===== config.mk =====
export PLATFORM = sky130hd
export DESIGN_NAME = i2s_rx
export DESIGN_NICKNAME = d
export VERILOG_FILES = /design/src/rtl/audio_pkg.sv /design/src/rtl/i2s_sync.sv /design/src/rtl/i2s_rx.sv
export SDC_FILE = /design/constraint.sdc
export NUM_CORES = 1
export LEC_CHECK = 0
export CORE_MARGIN = 5
export CORE_UTILIZATION = 51
export CTS_CLUSTER_SIZE = 30
export DETAILED_ROUTE_END_ITERATION = 6
export PLACE_DENSITY_LB_ADDON = 0.25
export SKIP_CTS_REPAIR_TIMING = 1
export SKIP_LAST_GASP = 1
export SLEW_MARGIN = 5
export SYNTH_ARGS = -nofsm -noshare
export SYNTH_HDL_FRONTEND = slang
export SYNTH_SLANG_ARGS = --single-unit

===== constraint.sdc =====
create_clock -name clk -period 2.6 [get_ports clk]
set_input_delay 0.26 -clock clk [delete_from_list [all_inputs] [get_ports clk]]
set_output_delay 0.26 -clock clk [all_outputs]
set_load 0.05 [all_outputs]

===== src/rtl/audio_pkg.sv =====
// Shared audio-subsystem definitions.
//   WL16/WL24/WL32 : word_len encodings (code 3 behaves as 32 bits)
//   wl_bits()      : maps a word_len code to the number of captured bits
//   i2s_rx_state_e : receiver FSM states
package audio_pkg;

    localparam logic [1:0] WL16 = 2'd0;
    localparam logic [1:0] WL24 = 2'd1;
    localparam logic [1:0] WL32 = 2'd2;

    typedef enum logic [1:0] {
        IDLE  = 2'd0,
        HUNT  = 2'd1,
        SHIFT = 2'd2
    } i2s_rx_state_e;

    function automatic logic [5:0] wl_bits(input logic [1:0] code);
        case (code)
            WL16:    return 6'd16;
            WL24:    return 6'd24;
            default: return 6'd32;
        endcase
    endfunction

endpackage


===== src/rtl/i2s_sync.sv =====
// Multi-flop synchronizer for the I2S lines plus an SCK rising-edge strobe.
//   clk, rst_n              : system clock, asynchronous active-low reset
//   i2s_sck/i2s_ws/i2s_sd   : raw pins, asynchronous to clk
//   sck_sync/ws_sync/sd_sync: synchronized copies, equal latency
//   sck_rise                : one-cycle strobe on a synchronized SCK 0->1
module i2s_sync #(
    parameter int SYNC_STAGES = 2
) (
    input  logic clk,
    input  logic rst_n,
    input  logic i2s_sck,
    input  logic i2s_ws,
    input  logic i2s_sd,
    output logic sck_sync,
    output logic ws_sync,
    output logic sd_sync,
    output logic sck_rise
);

    logic [SYNC_STAGES-1:0] sck_p0;
    logic [SYNC_STAGES-1:0] ws_p0;
    logic [SYNC_STAGES-1:0] sd_p0;
    logic                   sck_p1;

    always_ff @(posedge clk or negedge rst_n) begin
        if (!rst_n) begin
            sck_p0 <= '0;
            ws_p0  <= '0;
            sd_p0  <= '0;
            sck_p1 <= 1'b0;
        end else begin
            sck_p0 <= {sck_p0[SYNC_STAGES-2:0], i2s_sck};
            ws_p0  <= {ws_p0[SYNC_STAGES-2:0], i2s_ws};
            sd_p0  <= {sd_p0[SYNC_STAGES-2:0], i2s_sd};
            // extra SCK stage: previous synchronized value for edge detection
            sck_p1 <= sck_p0[SYNC_STAGES-1];
        end
    end

    assign sck_sync = sck_p0[SYNC_STAGES-1];
    assign ws_sync  = ws_p0[SYNC_STAGES-1];
    assign sd_sync  = sd_p0[SYNC_STAGES-1];
    assign sck_rise = sck_p0[SYNC_STAGES-1] & ~sck_p1;

endmodule


===== src/rtl/i2s_rx.sv =====
// I2S receiver: deserializes MSB-first words (standard one-bit-delay framing)
// into MSB-aligned 32-bit PCM words, interleaved L/R, valid-only stream.
//   clk, rst_n      : system clock (>= 6x SCK), asynchronous active-low reset
//   enable          : low forces IDLE and clears outputs / error count
//   word_len        : 0=16, 1=24, 2/3=32 bits; latched at each channel start
//   i2s_sck/ws/sd   : codec serial lines (asynchronous)
//   pcm_dout        : received word, LSBs zero-padded, held between pulses
//   pcm_dout_valid  : one-cycle pulse per word
//   pcm_dout_ch     : channel of pcm_dout (0=L, 1=R)
//   frame_err       : one-cycle pulse on short word or sync timeout
//   err_cnt         : saturating count of frame_err pulses
module i2s_rx
    import audio_pkg::*;
#(
    parameter int SYNC_STAGES  = 2,
    parameter int TIMEOUT_BITS = 64
) (
    input  logic               clk,
    input  logic               rst_n,
    input  logic               enable,
    input  logic [1:0]         word_len,
    input  logic               i2s_sck,
    input  logic               i2s_ws,
    input  logic               i2s_sd,
    output logic signed [31:0] pcm_dout,
    output logic               pcm_dout_valid,
    output logic               pcm_dout_ch,
    output logic               frame_err,
    output logic [7:0]         err_cnt
);

    localparam logic [6:0] TO_LAST = 7'(TIMEOUT_BITS - 1);

    function automatic logic [7:0] sat_inc8(input logic [7:0] v);
        return (v == 8'hFF) ? v : v + 8'd1;
    endfunction

    function automatic logic [5:0] sat_inc6(input logic [5:0] v);
        return (v == 6'd63) ? v : v + 6'd1;
    endfunction

    logic sck_sync, ws, sd, sck_rise;

    i2s_sync #(.SYNC_STAGES(SYNC_STAGES)) u_sync (
        .clk      (clk),
        .rst_n    (rst_n),
        .i2s_sck  (i2s_sck),
        .i2s_ws   (i2s_ws),
        .i2s_sd   (i2s_sd),
        .sck_sync (sck_sync),
        .ws_sync  (ws),
        .sd_sync  (sd),
        .sck_rise (sck_rise)
    );

    i2s_rx_state_e      state, state_nxt;
    logic signed [31:0] shreg, shreg_nxt, shreg_cap, dout_nxt;
    logic [5:0]         bit_cnt, bit_cnt_nxt, cnt_inc, n_bits;
    logic [4:0]         idx;
    logic [1:0]         len_q, len_q_nxt;
    logic               ws_prev, ws_prev_nxt, chan, chan_nxt;
    logic               ch_nxt, valid_nxt, ferr_nxt;
    logic [7:0]         err_cnt_nxt;

    always_ff @(posedge clk or negedge rst_n) begin
        if (!rst_n) begin
            state          <= IDLE;
            shreg          <= '0;
            bit_cnt        <= '0;
            len_q          <= WL32;
            ws_prev        <= 1'b1;
            chan           <= 1'b0;
            pcm_dout       <= '0;
            pcm_dout_ch    <= 1'b0;
            pcm_dout_valid <= 1'b0;
            frame_err      <= 1'b0;
            err_cnt        <= '0;
        end else begin
            state          <= state_nxt;
            shreg          <= shreg_nxt;
            bit_cnt        <= bit_cnt_nxt;
            len_q          <= len_q_nxt;
            ws_prev        <= ws_prev_nxt;
            chan           <= chan_nxt;
            pcm_dout       <= dout_nxt;
            pcm_dout_ch    <= ch_nxt;
            pcm_dout_valid <= valid_nxt;
            frame_err      <= ferr_nxt;
            err_cnt        <= err_cnt_nxt;
        end
    end

    always_comb begin
        state_nxt   = state;
        shreg_nxt   = shreg;
        bit_cnt_nxt = bit_cnt;
        len_q_nxt   = len_q;
        ws_prev_nxt = ws_prev;
        chan_nxt    = chan;
        dout_nxt    = pcm_dout;
        ch_nxt      = pcm_dout_ch;
        valid_nxt   = 1'b0;
        ferr_nxt    = 1'b0;
        err_cnt_nxt = err_cnt;

        n_bits  = wl_bits(len_q);
        cnt_inc = sat_inc6(bit_cnt);
        // 31 - bit_cnt for bit_cnt < 32; only used when bit_cnt < n_bits <= 32
        idx       = ~bit_cnt[4:0];
        shreg_cap = shreg;
        if (bit_cnt < n_bits) shreg_cap[idx] = sd;

        // WS history is tracked in every state so HUNT sees true 1->0 edges
        if (sck_rise) ws_prev_nxt = ws;

        if (!enable) begin
            state_nxt   = IDLE;
            shreg_nxt   = '0;
            bit_cnt_nxt = '0;
            dout_nxt    = '0;
            ch_nxt      = 1'b0;
            err_cnt_nxt = '0;
        end else begin
            case (state)
                IDLE: state_nxt = HUNT;
                HUNT: begin
                    // this edge carries the right LSB; the left MSB follows
                    if (sck_rise && ws_prev && !ws) begin
                        shreg_nxt   = '0;
                        bit_cnt_nxt = '0;
                        chan_nxt    = 1'b0;
                        len_q_nxt   = word_len;
                        state_nxt   = SHIFT;
                    end
                end
                SHIFT: begin
                    if (sck_rise) begin
                        if (ws != ws_prev) begin
                            dout_nxt    = shreg_cap;
                            ch_nxt      = chan;
                            valid_nxt   = 1'b1;
                            ferr_nxt    = ({1'b0, bit_cnt} + 7'd1) < {1'b0, n_bits};
                            shreg_nxt   = '0;
                            bit_cnt_nxt = '0;
                            chan_nxt    = ws;
                            len_q_nxt   = word_len;
                        end else if ({1'b0, cnt_inc} >= TO_LAST) begin
                            // lost sync: drop the partial word and rehunt
                            ferr_nxt    = 1'b1;
                            shreg_nxt   = '0;
                            bit_cnt_nxt = '0;
                            state_nxt   = HUNT;
                        end else begin
                            shreg_nxt   = shreg_cap;
                            bit_cnt_nxt = cnt_inc;
                        end
                    end
                end
                default: state_nxt = IDLE;
            endcase
            if (ferr_nxt) err_cnt_nxt = sat_inc8(err_cnt);
        end
    end

endmodule


* After elaboration in Yosys (flattened, before gate mapping)
Cells that the tools add are included.
** Word-level totals
- Logic and storage cells :: 110
- Input bits :: 8
- Register bits after elaboration :: 94
- Output and inout bits :: 43
** Operators by class
- Equality and inequality tests :: 19
- $lt $le $gt $ge :: 5
- Add/sub/neg operators :: 3
- Reductions and logical operators :: 12
- Multiplexer cells :: 53
- Bitwise operators :: 3
** Operator list (count)
- $mux 32 :: 10
- $pmux 32 s2 :: 1
- $mux 6 :: 6
- $bwmux 32 :: 1
- $mux 8 :: 3
- $pmux 6 s2 :: 2
- $mux 1 :: 18
- $mux 2 :: 8
- $ne 3x3->1 const B :: 4
- $add 8x1->8 const B :: 1
- $eq 8x8->1 const B :: 1
- $ne 2x1->1 const B :: 4
- $ne 2x2->1 const B :: 4
- $add 6x1->7 const B :: 1
- $lt 7x6->1 :: 1
- $add 6x1->6 const B :: 1
- $eq 6x6->1 const B :: 1
- $ge 6x6->1 const B :: 1
- $lt 5x6->1 const B :: 1
- $lt 6x6->1 :: 1
- $pmux 2 s3 :: 1
- $reduce_and 3->1 :: 2
- $demux 1 s5 :: 1
- $ge 5x1->1 const B :: 1
- 16 further kinds :: 20

* Depth between registers and ports, before layout
Gate-level depths: netlist of the first run.
- Depth in word-level cells :: 12
- Gate-level depth with buffers :: 10

* By module
From an unflattened synthesis of the first run, not the netlist that was laid out.
** Unflattened totals
- Cell total of the unflattened synthesis :: 503
- Area total of the unflattened synthesis :: 4692.0 um^2
** Modules (own cells, without submodules)
- i2s_rx :: instances 1, area each 4503.1 um^2, cells each 495, seq. area each 2179.6 um^2
- i2s_sync :: instances 1, area each 188.9 um^2, cells each 8, seq. area each 175.2 um^2

* Worst setup path before layout of the first run
OpenSTA, ideal clock, no wires.
- Path type :: register to register
- From :: register bit_cnt[4]
- To :: register err_cnt[1]
- Setup slack :: 0.006 ns
- Cell stages (with the launch flop) :: 11
- Required time :: 2.481 ns
- Arrival :: 2.475 ns
- Library setup time :: 0.119 ns
- Period minus slack after synthesis :: 2.594 ns
- Path through :: dfrtp_1 > clkbuf_1 > nand3_1 > nor2_1 > xor2_1 > ha_1 > a21o_1 > a311oi_1 > o211ai_1 > and3_1 > o21a_1
** On the way
- Word-level cells in the longest chain between the ends :: 10
- Elaborated cells on any way between the ends :: 13
- Classes of those cells :: 2 x add/sub; 2 x order compare; 2 x eq/ne; 6 x mux; 1 x reduce/logical
** RTL lines
- from (decl) :: line i2s_rx.sv:58 : logic [5:0] bit_cnt, bit_cnt_nxt, cnt_inc, n_bits;
- from (signal assigned) :: line i2s_rx.sv:81 : bit_cnt <= bit_cnt_nxt;
- $add 6x1->6 / $eq 6x6->1 (equally long branches) :: line i2s_rx.sv:39 : return (v == 6'd63) ? v : v + 6'd1;
- $mux 6 :: line i2s_rx.sv:39
- $ge 6x6->1 :: line i2s_rx.sv:147 : end else if ({1'b0, cnt_inc} >= TO_LAST) begin
- $mux 1 :: line i2s_rx.sv:147
- $mux 1 (*) :: line i2s_rx.sv:138 : if (ws != ws_prev) begin
- $mux 1 (*) :: line i2s_rx.sv:137 : if (sck_rise) begin
- $mux 1 (*) :: line i2s_rx.sv:124 : case (state)
- $mux 1 (*) :: line i2s_rx.sv:116 : if (!enable) begin
- $ne 2x1->1 (no line) (*)
- $reduce_and 2->1 (no line) (*)
- to (signal assigned) :: line i2s_rx.sv:89 : err_cnt <= err_cnt_nxt;
- to (decl) :: line i2s_rx.sv:29 : output logic [7:0] err_cnt
Every way passes the cells marked *; elsewhere a longest branch is shown, timed or not. The select of a mux whose other input is x is not followed.
A chain may end at the register's enable or synchronous reset.

* Worst setup path after layout of the first run
- From :: register bit_cnt[1]
- To :: register err_cnt[7]
Same word-level chain as after synthesis.

==> run summary, run 1 <==
Longest Clk Path Bufs: 2
Yosys reg bits: 94
design area: 5790 µm²
Slew headroom: 55.6%
layout cell share with drive strength beyond 1: 15.2%
mux share of post-synthesis cell area: 8.41%
Reg area: 2350 µm²
Slew @ Worst Pin: 666 ps
initial core utilization: 52.7%
critical-path cell list: nand2_1 > nor2_1 > xor2_1 > ha_1 > a21o_1 > a311oi_2 > o211ai_1 > buf_4 > a21oi_1 > mux2i_1
placed instance count: 673
worst skew pair latency: 370 ps
Avg WL per Cell: 16.0 µm
Crit path buffers/inverters: 1
Post-DP Area: 5540 µm²
top cells by area, synth: dfrtp_1 (47%), mux2i_1 (8.2%), o21ai_0 (7.1%)
switching pwr: 0.000736 W
ANT nets after route: 0
EDFF count, synth: 0
total gr overflow: 0
Crit path max-delay family: compound AO/OA/AOI/OAI gates
Hold Vio Cnt, Final: 0
syn_area_per_cell: 9.69 µm²
critical path class: reg2reg
Post-Synth XOR/XNOR Area: 0.537%
Post-Place Setup Slack: 50.6 ps
DRC errors left: 0
Ant. Diodes: 0
Die Height: 108 µm
top cells by count, synth: dfrtp_1 (92), nand2_1 (81), o21ai_0 (69)
dominant cell type by area after synthesis: dfrtp_1
Slew Viols, Final: 0
Multi-input gate area: 2300 µm²
Sw Share: 26.0%
drt initial violations: 250
Ports: 51
status: finished, final reports clean
ys flop type: dfrtp_1
power share of the sequential group: 53.3%
minimum clock period: 2380 ps
final WL: 11000 µm
Syn-to-layout area delta: 18.3%
ys async rst share: 100%
Synth Cell Area: 4890 µm²
fmax: 419 MHz
Hold Path Class: in2reg
# H-tree levels: 3
HPWL Detailed: 7510 µm
fin util: 62.3%
DRT Pass-1 Iters: 4
RD Place Congestion: 0.906
cell count after synthesis: 505
clock network power share: 37.8%
Post-Syn Nets: 522
Post-Synth Simple-Gate Area: 17.1%
antenna violations before repair: 0
setup_tns: 0 ps
internal power: 0.00210 W
max-cap violation count: 0
die area: 11700 µm²
Clock Skew: 13.3 ps
Synth Area in Adders: 2.30%
Synth Area in Compound Gates: 18.4%
min-delay src: i2s_sck
CTS Buf Count: 9
Critical Path End Type: register
core box area: 9280 µm²
CP startpoint: bit_cnt[1]
leakage power: 2.61 nW
distinct cell type count after synthesis: 63
num rows: 35
R2R Path Start: bit_cnt[1]
Final #Nets: 574
CTS tree: built
die width: 108 µm
Worst EP required: 2900 ps
first-pass GRT wire length: 19100 µm
fillers: 810
Seq/Total Area, Yosys: 48.1%
CP startpoint kind: register
non-filler cells, final: 690
top-area cell type share of the netlist area: 47.0%
gr usage total: 20.4%
Peak VDD IR: 320 µV
number of global-route vias before repair: 3987
WP data arrival: 2680 ps
fin crit share: 91.7%
Clk pin slew, worst setup/hold paths: 100 ps
slowest cell delay on critical path: 410 ps
cell with the most instances after synthesis: dfrtp_1
Yosys warning count: 0
Final WS setup: 215 ps
root buffer cell: clkbuf_8
largest family of logic cells by synthesized area: compound AO/OA/AOI/OAI gates
pwr/cell area: 490 nW/µm²
Final setup viols: 0
PortBufs: 50
pin count of the biggest net entering global routing: 40
routed vias/inst: 5.60
CP max-delay cell: dfrtp_1
Num Clock Sinks: 94
Comb pwr share: 8.9%
total vias in the final route: 3867
Max FO, Critical Path: 8
[metal layers]
| layer | up-vias | global-route usage (%) | routed length [µm] |
|---|---|---|---|
| li1 | 1851 | - | - |
| met2 | 78 | 34.5 | 5450 |
| met3 | 19 | 2.87 | 354 |
| met5 | - | 0 | 0 |
| met4 | 0 | 8.03 | 265 |
| met1 | 1919 | 26.6 | 4980 |
[sequential cells by signal (all words and copies together), names as in the netlist]
register and count:
bit_cnt 6, chan 1, err_cnt 8, frame_err 1, len_q 2, pcm_dout 32
pcm_dout_ch 1, pcm_dout_valid 1, shreg 32, state 2, u_sync.sck_p0 2, u_sync.sck_p1 1
u_sync.sd_p0 2, u_sync.ws_p0 2, ws_prev 1
[cell usage in the layout (no fill, tap or decap), types with 2 or more instances in the layout]
cell / Yosys / final
a211oi_1: 2 / 2
a21o_1: 3 / 3
a21oi_1: 8 / 8
a22o_1: 2 / 2
and3_1: 4 / 4
and4_1: 2 / 2
buf_12: 3 / 2
buf_4: 1 / 24
bufinv_16: 0 / 2
clkbuf_8: 0 / 9
clkdlybuf4s50_1: 0 / 49
dfrtp_1: 92 / 92
dfstp_2: 2 / 2
ha_1: 9 / 9
inv_1: 9 / 9
mux2i_1: 40 / 40
nand2_1: 81 / 81
nand2b_1: 11 / 11
nand3_1: 8 / 8
nand3b_1: 6 / 6
nand4_1: 2 / 2
nor2_1: 41 / 40
nor3_1: 3 / 3
o21ai_0: 69 / 69
o21ai_1: 3 / 3
o21ai_2: 30 / 30
o31ai_1: 5 / 5
or3_1: 3 / 3
or3b_2: 3 / 3
xnor2_1: 2 / 2
[stage by stage]
step / power [W] / hold slack (ps)
5_1_grt: 0.00295 / 325
2_1_floorplan: 0.00170 / -35.6
6_report: 0.00284 / 331
3_5_place_dp: 0.00179 / 276
4_1_cts: 0.00285 / -133
3_3_place_gp: 0.00178 / 259
[cell families after synthesis]
group,after synthesis
buf+inv,44
simple gates,177
compound gates,137
fa+ha+maj,9
flops,94
xor+xnor,3
mux,41
[final timing paths]
| check | slack, ps | endpoint | depth (start not counted) |
|---|---|---|---|
| min reg2reg | 360 | u_sync.sck_p0[1] | 0 |
| min in group asynchronous | 390 | err_cnt[1] | 2 |
| max | 220 | err_cnt[7] | 10 |
| max reg2reg | 220 | err_cnt[7] | 10 |
| min | 330 | u_sync.sck_p0[0] | 1 |
| max in group asynchronous | 1520 | shreg[6] | 3 |
[final cells by class]
| cell class | count | share of cell area [%] |
|---|---|---|
| clock inverter | 5 | 1.45 |
| inverter | 9 | 0.584 |
| clock buffer | 10 | 2.21 |
| timing repair buffer | 76 | 12.5 |
| multi-input combinational | 367 | 39.8 |
| sequential | 94 | 40.7 |
| tap | 129 | 2.79 |
[worst reg2reg max path: cells and delay by family, from the launching register on]
family	cells	cell delay, ps
flip-flops	1	410
AO/OA/AOI/OAI	4	740
adder cells (fa/ha/maj)	1	270
multiplexers	1	210
AND/OR/NAND/NOR	2	290
buffers and inverters	1	190
XOR/XNOR	1	210
[power by group through the flow]
stage          Clock [W]  Combinational (W)  Sequential [W]
6_report         0.00107           0.000251         0.00151
3_5_place_dp           0           0.000250         0.00154
4_1_cts          0.00109           0.000252         0.00151
3_3_place_gp           0           0.000238         0.00154
5_1_grt          0.00115           0.000284         0.00152
2_1_floorplan          0           0.000165         0.00153
Power figures use the tool's default switching activity.
==> run 2, diff against run 1 <==
Settings changed: CAP_MARGIN set to 20.
==> results of run 2 <==
The final DEF is identical to that of run 1; final timing and power are the same.
==> run 3, diff against run 2 <==
Settings changed: SETUP_SLACK_MARGIN set to 0.2, SKIP_CTS_REPAIR_TIMING 1 to unset.
==> run summary, run 3 (synthesis gave the netlist of run 1 again) <==
Crit path max-delay family: simple AND/OR/NAND/NOR gates
ANT nets after route: 0 (unchanged)
Hold Path Class: in2reg
fmax: 420 MHz (+0.19%)
min-delay src: i2s_sd
Final WS setup: 220 ps (+4.50 ps)
CTS tree: built
Syn-to-layout area delta: 20.6%
first-pass GRT wire length: 18400 µm (-3.5%)
GRT met2 Usage: 32.6% (-1.9 points)
antenna violations before repair: 0 (unchanged)
setup_tns: 0 ps (unchanged)
Reg area: 2360 µm² (about the same)
die area: 11700 µm² (unchanged)
biggest regs: pcm_dout x32, shreg x32, err_cnt x8
CP max-delay cell: dfrtp_1
pwr/cell area: 472 nW/µm² (-3.6%)
Final #Nets: 579 (+0.87%)
pin count of the biggest net entering global routing: 86 (+110%)
# H-tree levels: 3 (unchanged)
layout cell share with drive strength beyond 1: 17.6% (+2.5 points)
worst skew pair latency: 380 ps (about the same)
status: finished, final reports clean
Max FO, Critical Path: 9 (+1)
Worst EP required: 2860 ps (-40 ps)
slowest cell delay on critical path: 410 ps (about the same)
root buffer cell: clkbuf_8
fillers: 792 (-2.2%)
Slew Viols, Final: 0 (unchanged)
Ant. Diodes: 0 (unchanged)
Clock Skew: 12.5 ps (-0.813 ps)
Final setup viols: 0 (unchanged)
Critical Path End Type: register
CP startpoint: bit_cnt[0]
total vias in the final route: 3855 (-0.31%)
commonest non-fill, non-tap cell in the layout: dfrtp_1
CTS Buf Count: 9 (unchanged)
final WL: 10900 µm (-1.5%)
core box area: 9280 µm² (unchanged)
HPWL Detailed: 7210 µm (-4.1%)
hold endpoint: u_sync.sd_p0[0]
minimum clock period: 2380 ps (-4.50 ps)
critical path class: reg2reg
most frequent cells in the layout: dfrtp_1 (91), nand2_1 (80), o21ai_0 (68), clkdlybuf4s50_1 (49)
Multi-input gate area: 2350 µm² (+2.1%)
Post-Place Setup Slack: 142 ps (+91.7 ps)
DRT Pass-1 Iters: 5 (+1)
die width: 108 µm (unchanged)
Peak VDD IR: 313 µV (-2.3%)
number of global-route vias before repair: 3925 (-1.6%)
PortBufs: 50 (unchanged)
Avg WL per Cell: 15.6 µm (-2.4%)
Longest Clk Path Bufs: 2 (unchanged)
drt initial violations: 144 (-42%)
R2R Path Start: bit_cnt[0]
WHS Path Cells: 1 (unchanged)
num rows: 35 (unchanged)
Ports: 51 (unchanged)
leakage power: 2.65 nW (+1.4%)
Top Usage Layer GRT: met2
Slew headroom: 50.0% (-5.5 points)
critical-path cell list: buf_4 > inv_1 > ha_1 > nand4b_1 > a2111oi_4 > or3_4 > or2_4 > buf_6 > o21ai_2
Die Height: 108 µm (unchanged)
RSZ-0062 raised after global routing: yes
CP startpoint kind: register
total gr overflow: 0 (unchanged)
Crit path buffers/inverters: 3 (+2)
RD Place Congestion: 0.838 (-7.5%)
GRT met3 Usage: 3.22% (+0.36 points)
gr usage total: 19.6% (-0.78 points)
WP data arrival: 2640 ps (-40 ps)
DRC errors left: 0 (unchanged)
fin crit share: 91.6% (-0.17 points)
routed vias/inst: 5.54 (-1.2%)
reg2reg setup slack: 220 ps (about the same)
Clk pin slew, worst setup/hold paths: 90 ps (about the same)
fin util: 63.6% (+1.2 points)
Slew @ Worst Pin: 744 ps (+77.8 ps)
initial core utilization: 52.7% (unchanged)
worst reg2reg endpoint: shreg[28]
met1 usage: 25.6% (-1.0 points)
WHS: 322 ps (-9.05 ps)
reg2reg path depth: 9 (-1)
Power Total: 0.00279 W (-1.7%)
max-cap violation count: 0 (unchanged)
Hold Vio Cnt, Final: 0 (unchanged)
Num Clock Sinks: 94 (unchanged)
[run 3: stage by stage]
stage / instance area (µm²) / std cells
3_5_place_dp: 5540 / 673
2_1_floorplan: 4920 / 505
4_1_cts: 5750 / 690
3_3_place_gp: 5540 / 673
6_report: 5900 / 696
5_1_grt: 5900 / 696
[run 3: repair_timing]
item / in CTS / in global routing
cloned: 0 / 1
setup buffers: 1 / 3
hold buffers: 0 / 1
pin swaps: 1 / 1
gates resized for setup: 0 / 13
setup endpoints to repair: 6 / 42
endpoints found under the hold margin: 0 / 35
[run 3: worst max path at each step]
stage                      end  slack [ps]  cells past startpoint
floorplan           err_cnt[1]         200                     10
global placement    err_cnt[1]         170                      9
detailed placement  err_cnt[1]         140                      9
CTS                   shreg[0]         230                      9
global route         shreg[23]         110                      9
finish               shreg[28]         220                      9
[run 3: cell type report]
class	count	share of cell area, %
clock buffer	10	2.33
clock inverter	6	1.17
inverter	9	0.572
multi-input combinational	367	39.9
sequential	94	39.9
tap	129	2.73
timing repair buffer	81	13.4
[run 3: power breakdown]
part           switching, W  leakage, nW  internal (W)
combinational      0.000185         1.26     0.0000806
clock              0.000539        0.103      0.000476
sequential        0.0000203         1.28       0.00149
[run 3: per-layer routing]
metal / vias up / share of wire (%)
li1: 1862 / -
met1: 1892 / 44
met2: 84 / 50
met3: 17 / 3.4
met4: 0 / 2.0
met5: - / 0
